<file path="config.mk">
export PLATFORM = sky130hd
export DESIGN_NAME = toast_timer
export DESIGN_NICKNAME = d
export VERILOG_FILES = /design/src/rtl/toast_timer.sv
export SDC_FILE = /design/constraint.sdc
export NUM_CORES = 1
export LEC_CHECK = 0
export CAP_MARGIN = 20
export CORE_UTILIZATION = 30
export DETAILED_ROUTE_END_ITERATION = 10
export GPL_ROUTABILITY_DRIVEN = 0
export HOLD_SLACK_MARGIN = 0.03
export RECOVER_POWER = 50
export SLEW_MARGIN = 20
export SYNTH_ARGS = -nofsm -noshare
export SYNTH_HDL_FRONTEND = slang
export SYNTH_SLANG_ARGS = --single-unit
export TNS_END_PERCENT = 1
</file>
<file path="constraint.sdc">
create_clock -name clk -period 3.4 [get_ports clk]
set_clock_uncertainty 0.05 [all_clocks]
set_input_delay 0.85 -clock clk [delete_from_list [all_inputs] [get_ports clk]]
set_output_delay 0.85 -clock clk [all_outputs]
set_load 0.005 [all_outputs]
</file>
<file path="src/rtl/toast_timer.sv">
// Toast countdown: loads a clamped duration as BCD mm:s:s, decrements once per CLK_HZ cycles in RUN.
// All outputs registered; write_ack one cycle after an accepted load, done one cycle after reaching 000.
module toast_timer #(
  parameter int CLK_HZ  = 50_000_000,
  parameter int MAX_SEC = 599
) (
  input  logic        clk,
  input  logic        reset,
  input  logic        write,
  input  logic [9:0]  Time,
  input  logic        start,
  input  logic        stop,
  output logic        write_ack,
  output logic [11:0] tLED,
  output logic        heat_en,
  output logic        done
);

  typedef enum logic {IDLE, RUN} state_t;

  localparam int PW = (CLK_HZ > 1) ? $clog2(CLK_HZ) : 1;

  state_t        state;
  logic [PW-1:0] presc;
  logic          load;
  logic          tick;
  logic [9:0]    t_clamp;
  logic [11:0]   t_bcd;
  logic [11:0]   t_dec;

  always_comb begin
    // write is ignored while the previous ack is still up, so a late drop cannot reload
    load    = write & ~write_ack;
    tick    = (presc == PW'(CLK_HZ - 1));
    t_clamp = (32'(Time) > MAX_SEC) ? 10'(MAX_SEC) : Time;
    t_bcd   = {4'(t_clamp / 10'd60), 4'((t_clamp % 10'd60) / 10'd10), 4'(t_clamp % 10'd10)};
  end

  always_comb begin
    t_dec = tLED;
    if (tLED[3:0] != 4'd0) begin
      t_dec[3:0] = tLED[3:0] - 4'd1;
    end else begin
      t_dec[3:0] = 4'd9;
      if (tLED[7:4] != 4'd0) begin
        t_dec[7:4] = tLED[7:4] - 4'd1;
      end else begin
        t_dec[7:4]  = 4'd5;
        t_dec[11:8] = tLED[11:8] - 4'd1;
      end
    end
  end

  always_ff @(posedge clk or posedge reset) begin
    if (reset) begin
      state     <= IDLE;
      presc     <= '0;
      write_ack <= 1'b0;
      tLED      <= '0;
      heat_en   <= 1'b0;
      done      <= 1'b0;
    end else begin
      write_ack <= load;
      done      <= 1'b0;
      if (load) begin
        tLED  <= t_bcd;
        presc <= '0;
      end
      if (stop) begin
        state   <= IDLE;
        presc   <= '0;
        heat_en <= 1'b0;
      end else if (state == IDLE) begin
        if (start) begin
          state   <= RUN;
          presc   <= '0;
          heat_en <= 1'b1;
        end
      end else if (!start) begin
        state   <= IDLE;
        presc   <= '0;
        heat_en <= 1'b0;
      end else if (!load) begin
        // expiry does not wait for a tick; a load in the same cycle takes precedence
        if (tLED == 12'h000) begin
          done    <= 1'b1;
          state   <= IDLE;
          heat_en <= 1'b0;
        end else if (tick) begin
          tLED  <= t_dec;
          presc <= '0;
        end else begin
          presc <= presc + 1'b1;
        end
      end
    end
  end

endmodule

</file>
==> results of run 1 <==
[cell families after synthesis]
logic type               after synthesis  synth area share, %
AO/OA/AOI/OAI                        156                31.27
flip-flops                            42                29.32
XOR/XNOR                               7                1.710
AND/OR/NAND/NOR                      197                30.79
buffers and inverters                 33                5.515
adder cells (fa/ha/maj)                4                1.396
[what timing repair did]
action	in CTS	in global routing
pin swaps	27	18
hold endpoints to repair	0	0
gates resized for setup	59	6
setup endpoints to repair	6	5
gates cloned	4	0
buffers inserted	15	3
[registers in the layout (all words and copies together), names as in the netlist]
signal and cells:
done 1, heat_en 1, presc 26, state 1, tLED 12, write_ack 1
[worst max path at each step]
stage	from	end	slack, ps	cells after the start
3_3_place_gp	Time[5]	tLED[3]$_DFF_PP0_	-710	14
5_1_grt	Time[8]	tLED[3]$_DFF_PP0_	-270	16
4_1_cts	Time[4]	tLED[3]$_DFF_PP0_	-80	14
6_report	Time[4]	tLED[3]$_DFF_PP0_	-90	15
3_5_place_dp	Time[5]	tLED[3]$_DFF_PP0_	-790	14
2_1_floorplan	Time[4]	tLED[3]$_DFF_PP0_	-120	14
[critical path: cells and delay by family]
kind | cells | cell delay (ps)
xor+xnor | 1 | 180
fa+ha+maj | 1 | 240
compound gates | 8 | 1770
buf+inv | 3 | 340
simple gates | 2 | 230
[power breakdown]
group          internal, mW  total, mW  switching [mW]
Sequential            0.532      0.579          0.0473
Clock                 0.291      0.490           0.199
Combinational         0.310      0.595           0.285
Total                  1.13       1.66           0.531
[area by class of cell]
type	instances	area [µm²]	area share [%]
repair buffers	121	1045	21.06
clock buffers	6	138.9	2.800
inverters	8	30.03	0.6054
flip-flops and latches	42	1051	21.19
well taps	143	178.9	3.607
multi-input cells	364	2504	50.48
clock inverters	2	12.51	0.2523
[cell usage after synthesis, types with 3 or more instances]
| library cell | instances | area, µm² |
|---|---|---|
| a21o_1 | 3 | 22.52 |
| a21oi_1 | 29 | 145.1 |
| a22oi_1 | 4 | 30.03 |
| a31oi_1 | 9 | 56.30 |
| a32oi_1 | 3 | 26.28 |
| and2_4 | 3 | 26.28 |
| and3_1 | 13 | 81.33 |
| buf_4 | 4 | 30.03 |
| buf_6 | 6 | 67.56 |
| clkbuf_1 | 12 | 45.04 |
| dfrtp_1 | 42 | 1051 |
| ha_1 | 4 | 50.05 |
| inv_1 | 7 | 26.28 |
| nand2_1 | 32 | 120.1 |
| nand2b_1 | 4 | 25.02 |
| nand3_1 | 19 | 95.09 |
| nand4_1 | 10 | 62.56 |
| nor2_1 | 49 | 183.9 |
| nor2_2 | 4 | 25.02 |
| nor2b_1 | 3 | 18.77 |
| nor3_1 | 18 | 90.09 |
| nor3_2 | 3 | 30.03 |
| nor3b_1 | 5 | 37.54 |
| nor4_1 | 4 | 25.02 |
| o211ai_1 | 8 | 60.06 |
| o21a_1 | 4 | 30.03 |
| o21ai_0 | 44 | 220.2 |
| o21ai_1 | 4 | 20.02 |
| o21ai_2 | 3 | 26.28 |
| o22ai_1 | 4 | 25.02 |
| o31ai_1 | 6 | 45.04 |
| or3_1 | 5 | 31.28 |
| or3b_2 | 3 | 26.28 |
| xnor2_1 | 6 | 52.55 |
[per-stage QoR]
step / setup TNS [ps] / instance area (µm²) / std cells
finish: -87.92 / 4960 / 686
detailed placement: -2913 / 4452 / 656
floorplan: -116.1 / 3620 / 439
global route: -379.6 / 4960 / 686
global placement: -2604 / 4452 / 656
CTS: -81.86 / 4921 / 683
[routing by layer]
| layer | vias to the layer above | global-route usage, % |
|---|---|---|
| met5 | - | 0 |
| met4 | 0 | 4.234 |
| met3 | 12 | 2.952 |
| met2 | 106 | 29.29 |
| met1 | 1877 | 24.56 |
| li1 | 1870 | - |
==> impl_metrics.csv, run 1 <==
group,metric,value,unit
status,status,"finished, violations left",
status,violations,"negative setup slack",
placed_design,dp_hpwl,7356,µm
layout,post-route-util,43.07,%
global_route,grt_max_degree,43,
logic_synthesis,syn-cell-area,3585,µm²
logic_synthesis,synth_flop_cell,"dfrtp_1",
global_route,overflow,0,
timing,fmax,0.2867,GHz
critical_path,r2r-end,"presc[23]$_DFF_PP0_",
layout,layout.nets,561,
drt,dr_wl_met2,5175,µm
drt,dr.max_layer_used,"met4",
power_and_ir_drop,total_power,1.663,mW
layout,insertedDiodeCount,0,
logic_synthesis,synth_seq_cells,42,
critical_path,path_common_cell,"buf_6",
logic_synthesis,synth_warnings,0,
floorplan,die_x,111.3,µm
clocking,clk_root_buffer_cell,"clkbuf_16",
timing,rsz0062_at_grt,"true",
critical_path,reg2reg_depth,11,
power_and_ir_drop,ir_drop,0.2140,mV
critical_path,critPathRequiredTime,3520,ps
critical_path,start_kind,"input pin",
drt,met1_length,5192,µm
clocking,htreeDepth,2,
timing,worst_slack,-87.92,ps
critical_path,worstPathArrival,3610,ps
critical_path,slowest_stage,"a2111o_1",
drt,drt-initial-drc-count,208,
clocking,cts_sinks,42,
layout,nFillCells,1119,
logic_synthesis,synthCells,439,
timing,timing.hold.ws,439.5,ps
power_and_ir_drop,powerDensity,335.4,nW/µm²
critical_path,end_kind,"flip-flop",
global_route,antenna_found_initial,0,
logic_synthesis,synth-edff-count,0,
drt,wire_per_inst,15.97,µm
layout,syn2layout_area_growth,38.36,%
floorplan,coreArea,11520,µm²
global_route,grt_pass1_vias,3768,
logic_synthesis,postSynthAreaPerCell,8.166,µm²
floorplan,die_y,111.3,µm
layout,mostFrequentLayoutCells,"77 x buf_4, 47 x nor2_1, 44 x o21ai_0",
clocking,hold_buffers,0,
placed_design,place_ws,-787.8,ps
logic_synthesis,synth_nets,458,
timing,timing.final.crit_share,102.6,%
drt,drc,0,
drt,via_per_inst,5.634,
timing,period_minus_slack,3488,ps
layout,final_common_cell,"buf_4",
timing,setup_violations,1,
timing,tightest_slew,1111,ps
critical_path,path_cells,"buf_6, buf_6, buf_6, nor3b_2, o31a_1, o2111a_2, o31ai_4, a2111o_1, a211oi_2, xnor2_1, ha_2, a21oi_1, a32oi_1, nor2_1, o31a_1",
layout,drive_gt1_share,30.39,%
floorplan,io_pins,30,
worst_hold_path,min_from,"presc[22]$_DFF_PP0_",
timing,report.final.slew_viol_count,0,
logic_synthesis,async_flop_share,100.0,%
placed_design,io_buffers,29,
logic_synthesis,seq_area_frac_synth,29.32,%
drt,wl,10960,µm
clocking,cts_tree,"yes",
timing,slew_headroom,25.94,%
clocking,cts_made_buffers,5,
logic_synthesis,ys_types,83,
critical_path,rrSetupSlack,370,ps
critical_path,cp_max_fo,7,
job,cap_violations,0,
global_route,grt_pass1_wl,18300,µm
critical_path,path_class,"input pin to flip-flop",
worst_hold_path,whs_path_depth,1,
clocking,cts.path.max_buffers,2,
worst_hold_path,hold_class,"flip-flop to flip-flop",
timing,hold_viol,0,
floorplan,die_area,12390,µm²
global_route,grt_usage,17.88,%
floorplan,core.rowCount,39,
drt,dr.pass1.iters,5,
critical_path,r2r_start,"tLED[8]$_DFFE_PP0P_",
clocking,clk_latency,290,ps
clocking,clkSlewWorstSetupHoldPaths,60,ps
power_and_ir_drop,total_leakage_power,2.016,nW
drt,final_antenna_net_count,0,
drt,dr_total_vias,3865,
drt,wl_met3,482,µm
critical_path,cpPeakStageDelay,380,ps
worst_hold_path,worst_hold_path.endpoint,"presc[22]$_DFF_PP0_",
floorplan,start_util,31.13,%
No activity file was read; power rests on OpenSTA's default activity.
==> inputs of run 2 (changes only) <==
==> constraint.sdc (replaced) <==
create_clock -name clk -period 3.4 [get_ports clk]
set_clock_uncertainty 0.05 [all_clocks]
set_input_delay 0.68 -clock clk [delete_from_list [all_inputs] [get_ports clk]]
set_output_delay 0.68 -clock clk [all_outputs]
set_load 0.005 [all_outputs]
==> run 2 against run 1 <==
The flow finishes with violations (design-rule violations). Worst hold slack got worse by 11 ps. Combinational power fell by 4.4%. Clock power rose by 30%. Sequential share of layout area rose by 0.36 points. Non-clock buffer count fell by 2. Via count fell by 0.10%. Utilization fell by 0.72 points. First-iteration DRC count rose by 37%. Flip-flop and latch count did not move. Critical path type unchanged. Critical endpoint unchanged. Largest cell class unchanged.
==> impl_metrics.csv, run 2 (synthesis results as in run 1) <==
group,metric,value,unit
layout,final_common_cell,"buf_4",
power_and_ir_drop,power.share.combinational,31.8,%
timing,worst_slack,59.97,ps
clocking,cts.path.max_buffers,2,
worst_hold_path,hold_class,"flip-flop to flip-flop",
placed_design,dp.cells,654,
timing,hold_viol,0,
power_and_ir_drop,power_switching,0.5185,mW
job,cap_violations,0,
timing,fmax,0.2994,GHz
placed_design,dp_hpwl,7357,µm
critical_path,r2r_start,"presc[19]$_DFF_PP0_",
clocking,hold_buffers,0,
global_route,overflow,0,
layout,largest_reg_flops,26,
clocking,cts_tree,"yes",
timing,timing.final.crit_share,98.24,%
power_and_ir_drop,sw_frac_of_total,29.02,%
clocking,clk_latency,280,ps
power_and_ir_drop,powerDensity,366.3,nW/µm²
timing,report.final.slew_viol_count,0,
drt,final_antenna_net_count,0,
global_route,grt_max_degree,28,
clocking,htreeDepth,2,
status,violations,"design-rule violations",
drt,wire_per_inst,15.76,µm
drt,dr.pass1.iters,8,
power_and_ir_drop,p_int,1.268,mW
floorplan,die_x,111.3,µm
drt,drc,2,
floorplan,core.rowCount,39,
floorplan,io_pins,30,
timing,setup_violations,0,
critical_path,end_kind,"flip-flop",
drt,dr_total_vias,3861,
critical_path,start_kind,"input pin",
power_and_ir_drop,seqPwrFrac,32.5,%
critical_path,critPathRequiredTime,3520,ps
timing,timing.hold.ws,428.5,ps
layout,multiInputGateArea,2424,µm²
critical_path,path_class,"input pin to flip-flop",
global_route,grt_usage,17.30,%
layout,layout.nets,559,
critical_path,worstPathArrival,3460,ps
clocking,clkSlewWorstSetupHoldPaths,60,ps
layout,ff_latch_area,1051,µm²
status,status,"finished, violations left",
layout,syn2layout_area_growth,36.06,%
layout,drive_gt1_share,29.94,%
power_and_ir_drop,total_leakage_power,2.005,nW
drt,drt-initial-drc-count,284,
power_and_ir_drop,clkPwrFrac,35.7,%
layout,stdcell_area,4877,µm²
timing,slew_headroom,28.61,%
floorplan,start_util,31.13,%
timing,tightest_slew,1070,ps
timing,period_minus_slack,3340,ps
global_route,grt_pass1_vias,3643,
drt,via_per_inst,5.645,
floorplan,coreArea,11520,µm²
worst_hold_path,min_from,"presc[22]$_DFF_PP0_",
layout,nFillCells,1152,
placed_design,postPlaceCellArea,4424,µm²
layout,insertedDiodeCount,0,
layout,mostFrequentLayoutCells,"78 x buf_4, 49 x nor2_1, 43 x o21ai_0",
global_route,antenna_found_initial,0,
floorplan,die_y,111.3,µm
layout,top_regs,"presc x26, tLED x12",
clocking,cts_sinks,42,
critical_path,crit_start,"Time[6]",
drt,wl,10780,µm
power_and_ir_drop,ir_drop,0.2944,mV
layout,top_register,"presc",
clocking,clk_root_buffer_cell,"clkbuf_16",
floorplan,die_area,12390,µm²
layout,fin_cells,684,
global_route,grt_pass1_wl,17800,µm
clocking,cts_made_buffers,5,
placed_design,io_buffers,29,
critical_path,cp_max_fo,7,
placed_design,place_ws,-561.1,ps
==> run 2: power by group through the flow <==
stage	clock (mW)	sequential (mW)	combinational (mW)
after global placement	0	0.585	0.511
after global routing	0.668	0.587	0.621
after detailed placement	0	0.587	0.514
after floorplan	0	0.578	0.294
after CTS	0.647	0.579	0.541
final	0.638	0.580	0.569
==> run 2: path summary, 6_finish.rpt <==
| check | slack [ps] | to | cells past startpoint |
|---|---|---|---|
| setup / recovery | 60 | tLED[3]$_DFF_PP0_ | 15 |
| hold / removal | 430 | presc[22]$_DFF_PP0_ | 1 |
| setup reg to reg | 370 | tLED[9]$_DFFE_PP0P_ | 9 |
| hold reg to reg | 430 | presc[22]$_DFF_PP0_ | 1 |
| max in group asynchronous | 940 | tLED[1]$_DFF_PP0_ | 3 |
| min in group asynchronous | 1050 | presc[20]$_DFF_PP0_ | 2 |
==> run 2: critical path, stage by stage <==
cell and delay [ps]:
clkbuf_2 150, buf_4 170, nor2b_1 240, o211ai_1 200, buf_4 190, a311oi_4 270, nor2_1 100, a21oi_2 160
o32ai_1 100, a211oi_2 260, xnor2_1 180, ha_2 230, a21oi_1 40, a32o_1 250, o31a_1 230
==> run 2: area by class of cell <==
| cell class | instances | share of cell area [%] |
|---|---|---|
| sequential | 42 | 21.55 |
| tap | 143 | 3.669 |
| multi-input combinational | 364 | 49.69 |
| clock inverter | 2 | 1.231 |
| timing repair buffer | 119 | 20.40 |
| clock buffer | 6 | 2.848 |
| inverter | 8 | 0.6157 |
==> run 2: stage by stage <==
stage                     util, %  setup TNS (ps)  total power [mW]
final                       42.35               0             1.787
after global routing        42.35          -100.2             1.876
after detailed placement    38.42           -1605             1.102
after CTS                   41.18               0             1.766
after global placement      38.42           -1559             1.096
after floorplan                 -               0            0.8727
==> run 2: per-layer routing <==
| metal | part of all wire [%] | track usage, % | vias up |
|---|---|---|---|
| met1 | 47 | 24.22 | 1879 |
| met5 | 0 | 0 | - |
| met4 | 1.1 | 3.153 | 0 |
| met2 | 48 | 28.25 | 99 |
| li1 | - | - | 1874 |
| met3 | 4.2 | 2.843 | 9 |
==> run 2: repair_timing <==
action / in CTS / in global routing
gates cloned: 1 / 1
endpoints found under the setup margin: 4 / 4
resized for setup: 20 / 26
pin swaps: 13 / 17
buffers inserted: 10 / 10
==> inputs of run 3 (changes only) <==
--- a/config.mk
+++ b/config.mk
@@ -6,11 +6,13 @@
 export NUM_CORES = 1
 export LEC_CHECK = 0
 export CAP_MARGIN = 20
-export CORE_UTILIZATION = 30
+export CORE_UTILIZATION = 55
 export DETAILED_ROUTE_END_ITERATION = 10
 export GPL_ROUTABILITY_DRIVEN = 0
 export HOLD_SLACK_MARGIN = 0.03
+export PLACE_DENSITY = 0.76
 export RECOVER_POWER = 50
+export SKIP_CTS_REPAIR_TIMING = 1
 export SLEW_MARGIN = 20
 export SYNTH_ARGS = -nofsm -noshare
 export SYNTH_HDL_FRONTEND = slang
==> run 3 against run 2 <==
The run ends with negative setup slack left. Worst hold slack better by 16 ps. Cell area down 4.8%. Utilization up 31 points. Power down 19%. Fmax down 2.3%. Global-route usage up 12 points. First-iteration DRC count down 3.9%. Critical path type unchanged. Critical endpoint unchanged. Highest routed layer unchanged.
==> impl_metrics.csv, run 3 (synthesis results as in run 1) <==
group,metric,value,unit
global_route,grt_usage,29.80,%
floorplan,coreArea,6314,µm²
critical_path,start_kind,"input pin",
global_route,grtUsageMet1,41.24,%
global_route,antenna_found_initial,0,
timing,fmax,0.2926,GHz
power_and_ir_drop,total_leakage_power,1.949,nW
drt,final_antenna_net_count,0,
global_route,grt_pass1_wl,15900,µm
critical_path,end_kind,"flip-flop",
worst_hold_path,min_from,"presc[22]$_DFF_PP0_",
layout,drive_gt1_share,29.18,%
layout,top_regs,"presc x26, tLED x12",
clocking,cts_made_buffers,5,
floorplan,die_x,82.73,µm
clocking,cts_sinks,42,
critical_path,r2r-end,"presc[24]$_DFF_PP0_",
timing,period_minus_slack,3418,ps
critical_path,path_class,"input pin to flip-flop",
floorplan,io_pins,30,
status,violations,"negative setup slack",
clocking,cts.path.max_buffers,2,
job,cap_violations,0,
floorplan,start_util,56.78,%
worst_hold_path,whs_path_depth,1,
global_route,grt_pass1_vias,3400,
timing,hold_viol,0,
timing,finalSetupTns,-17.53,ps
layout,insertedDiodeCount,0,
clocking,clk_root_buffer_cell,"clkbuf_8",
global_route,grt_max_degree,28,
timing,slew_headroom,1.630,%
drt,dr_total_vias,3949,
global_route,use_met3,4.615,%
power_and_ir_drop,ir_drop,0.2727,mV
drt,drt-initial-drc-count,273,
critical_path,worstPathArrival,3550,ps
layout,fin_cells,615,
global_route,use_met2,48.20,%
power_and_ir_drop,powerDensity,313.2,nW/µm²
timing,worst_slack,-17.53,ps
critical_path,cp_max_fo,7,
floorplan,die_y,82.73,µm
clocking,htreeDepth,2,
drt,wl,10510,µm
critical_path,r2r_start,"tLED[9]$_DFFE_PP0P_",
placed_design,dp.cells,589,
layout,nFillCells,488,
worst_hold_path,worst_hold_path.endpoint,"presc[22]$_DFF_PP0_",
drt,drc,0,
clocking,clkSlewWorstSetupHoldPaths,80,ps
clocking,cts_tree,"yes",
critical_path,rrSetupSlack,350,ps
global_route,overflow,0,
drt,via_per_inst,6.421,
status,status,"finished, violations left",
drt,wire_per_inst,17.08,µm
floorplan,core.rowCount,29,
layout,layout.nets,557,
drt,dr.pass1.iters,7,
placed_design,io_buffers,29,
placed_design,postPlaceCellArea,4349,µm²
layout,top_register,"presc",
worst_hold_path,hold_class,"flip-flop to flip-flop",
timing,timing.final.crit_share,100.5,%
timing,setup_violations,1,
layout,largest_reg_flops,26,
layout,stdcell_area,4642,µm²
placed_design,dp_hpwl,7140,µm
floorplan,die_area,6844,µm²
timing,tightest_slew,1476,ps
critical_path,reg2reg_depth,13,
layout,mostFrequentLayoutCells,"76 x buf_4, 48 x nor2_1, 43 x o21ai_0",
power_and_ir_drop,total_power,1.454,mW
timing,rsz0062_at_grt,"true",
layout,final_common_cell,"buf_4",
timing,report.final.slew_viol_count,0,
clocking,clk_latency,300,ps
global_route,busiest_layer,"met2",
layout,syn2layout_area_growth,29.49,%
critical_path,critPathRequiredTime,3540,ps
==> run 3: cell types whose count changed in the layout (fill, tap and decap cells not counted), moves of 2 or more <==
cell,previous run,this run
clkbuf_2,6,3
nor2_2,3,5
buf_4,78,76
clkbuf_16,6,1
bufinv_16,2,0
clkinv_2,0,2
clkbuf_8,1,5
==> run 3: per-layer routing <==
layer	part of all wire [%]	up-vias
met5	0	-
met4	2.2	0
li1	-	1864
met3	5.8	30
met2	48	181
met1	44	1874
==> run 3: cell type report <==
type,instances,area (µm²),share of cell area [%]
Sequential cell,42,1051,22.64
Clock buffer,5,68.82,1.482
Inverter,8,30.03,0.6469
Tap cell,77,96.34,2.075
Timing Repair Buffer,117,987.2,21.27
Clock inverter,2,10.01,0.2156
Multi-Input combinational cell,364,2399,51.67
==> run 3: how the worst max path moves through the flow <==
stage,startpoint,to,slack (ps),cells after the start
finish,Time[6],tLED[3]$_DFF_PP0_,-20,13
global route,Time[8],tLED[3]$_DFF_PP0_,-140,15
CTS,Time[8],tLED[3]$_DFF_PP0_,-440,13
detailed placement,Time[8],tLED[3]$_DFF_PP0_,-750,13
global placement,Time[5],tLED[3]$_DFF_PP0_,-590,14
floorplan,Time[5],tLED[3]$_DFF_PP0_,20,13
==> run 3: metrics by stage <==
stage	worst slack (ps)	util, %	hold slack (ps)
floorplan	21.92	-	394.2
global route	-142.1	73.52	457.1
finish	-17.53	73.52	444.4
detailed placement	-750.2	68.89	430.6
global placement	-586.6	68.89	413.6
CTS	-440.8	70.13	449.0
==> run 3: power by group <==
group	internal, mW	switching (mW)
clock network	0.138	0.176
logic	0.288	0.272
registers	0.531	0.0485
total	0.957	0.497
==> run 3: worst max-delay path: stages <==
cell and delay [ps]:
clkbuf_2 140, buf_12 150, nor3b_2 150, o31a_1 350, o2111ai_2 270, nand2_4 70
a2111o_1 430, a211oi_2 330, xnor2_1 190, ha_2 250, a21oi_1 60, a32o_2 250
o31a_1 240
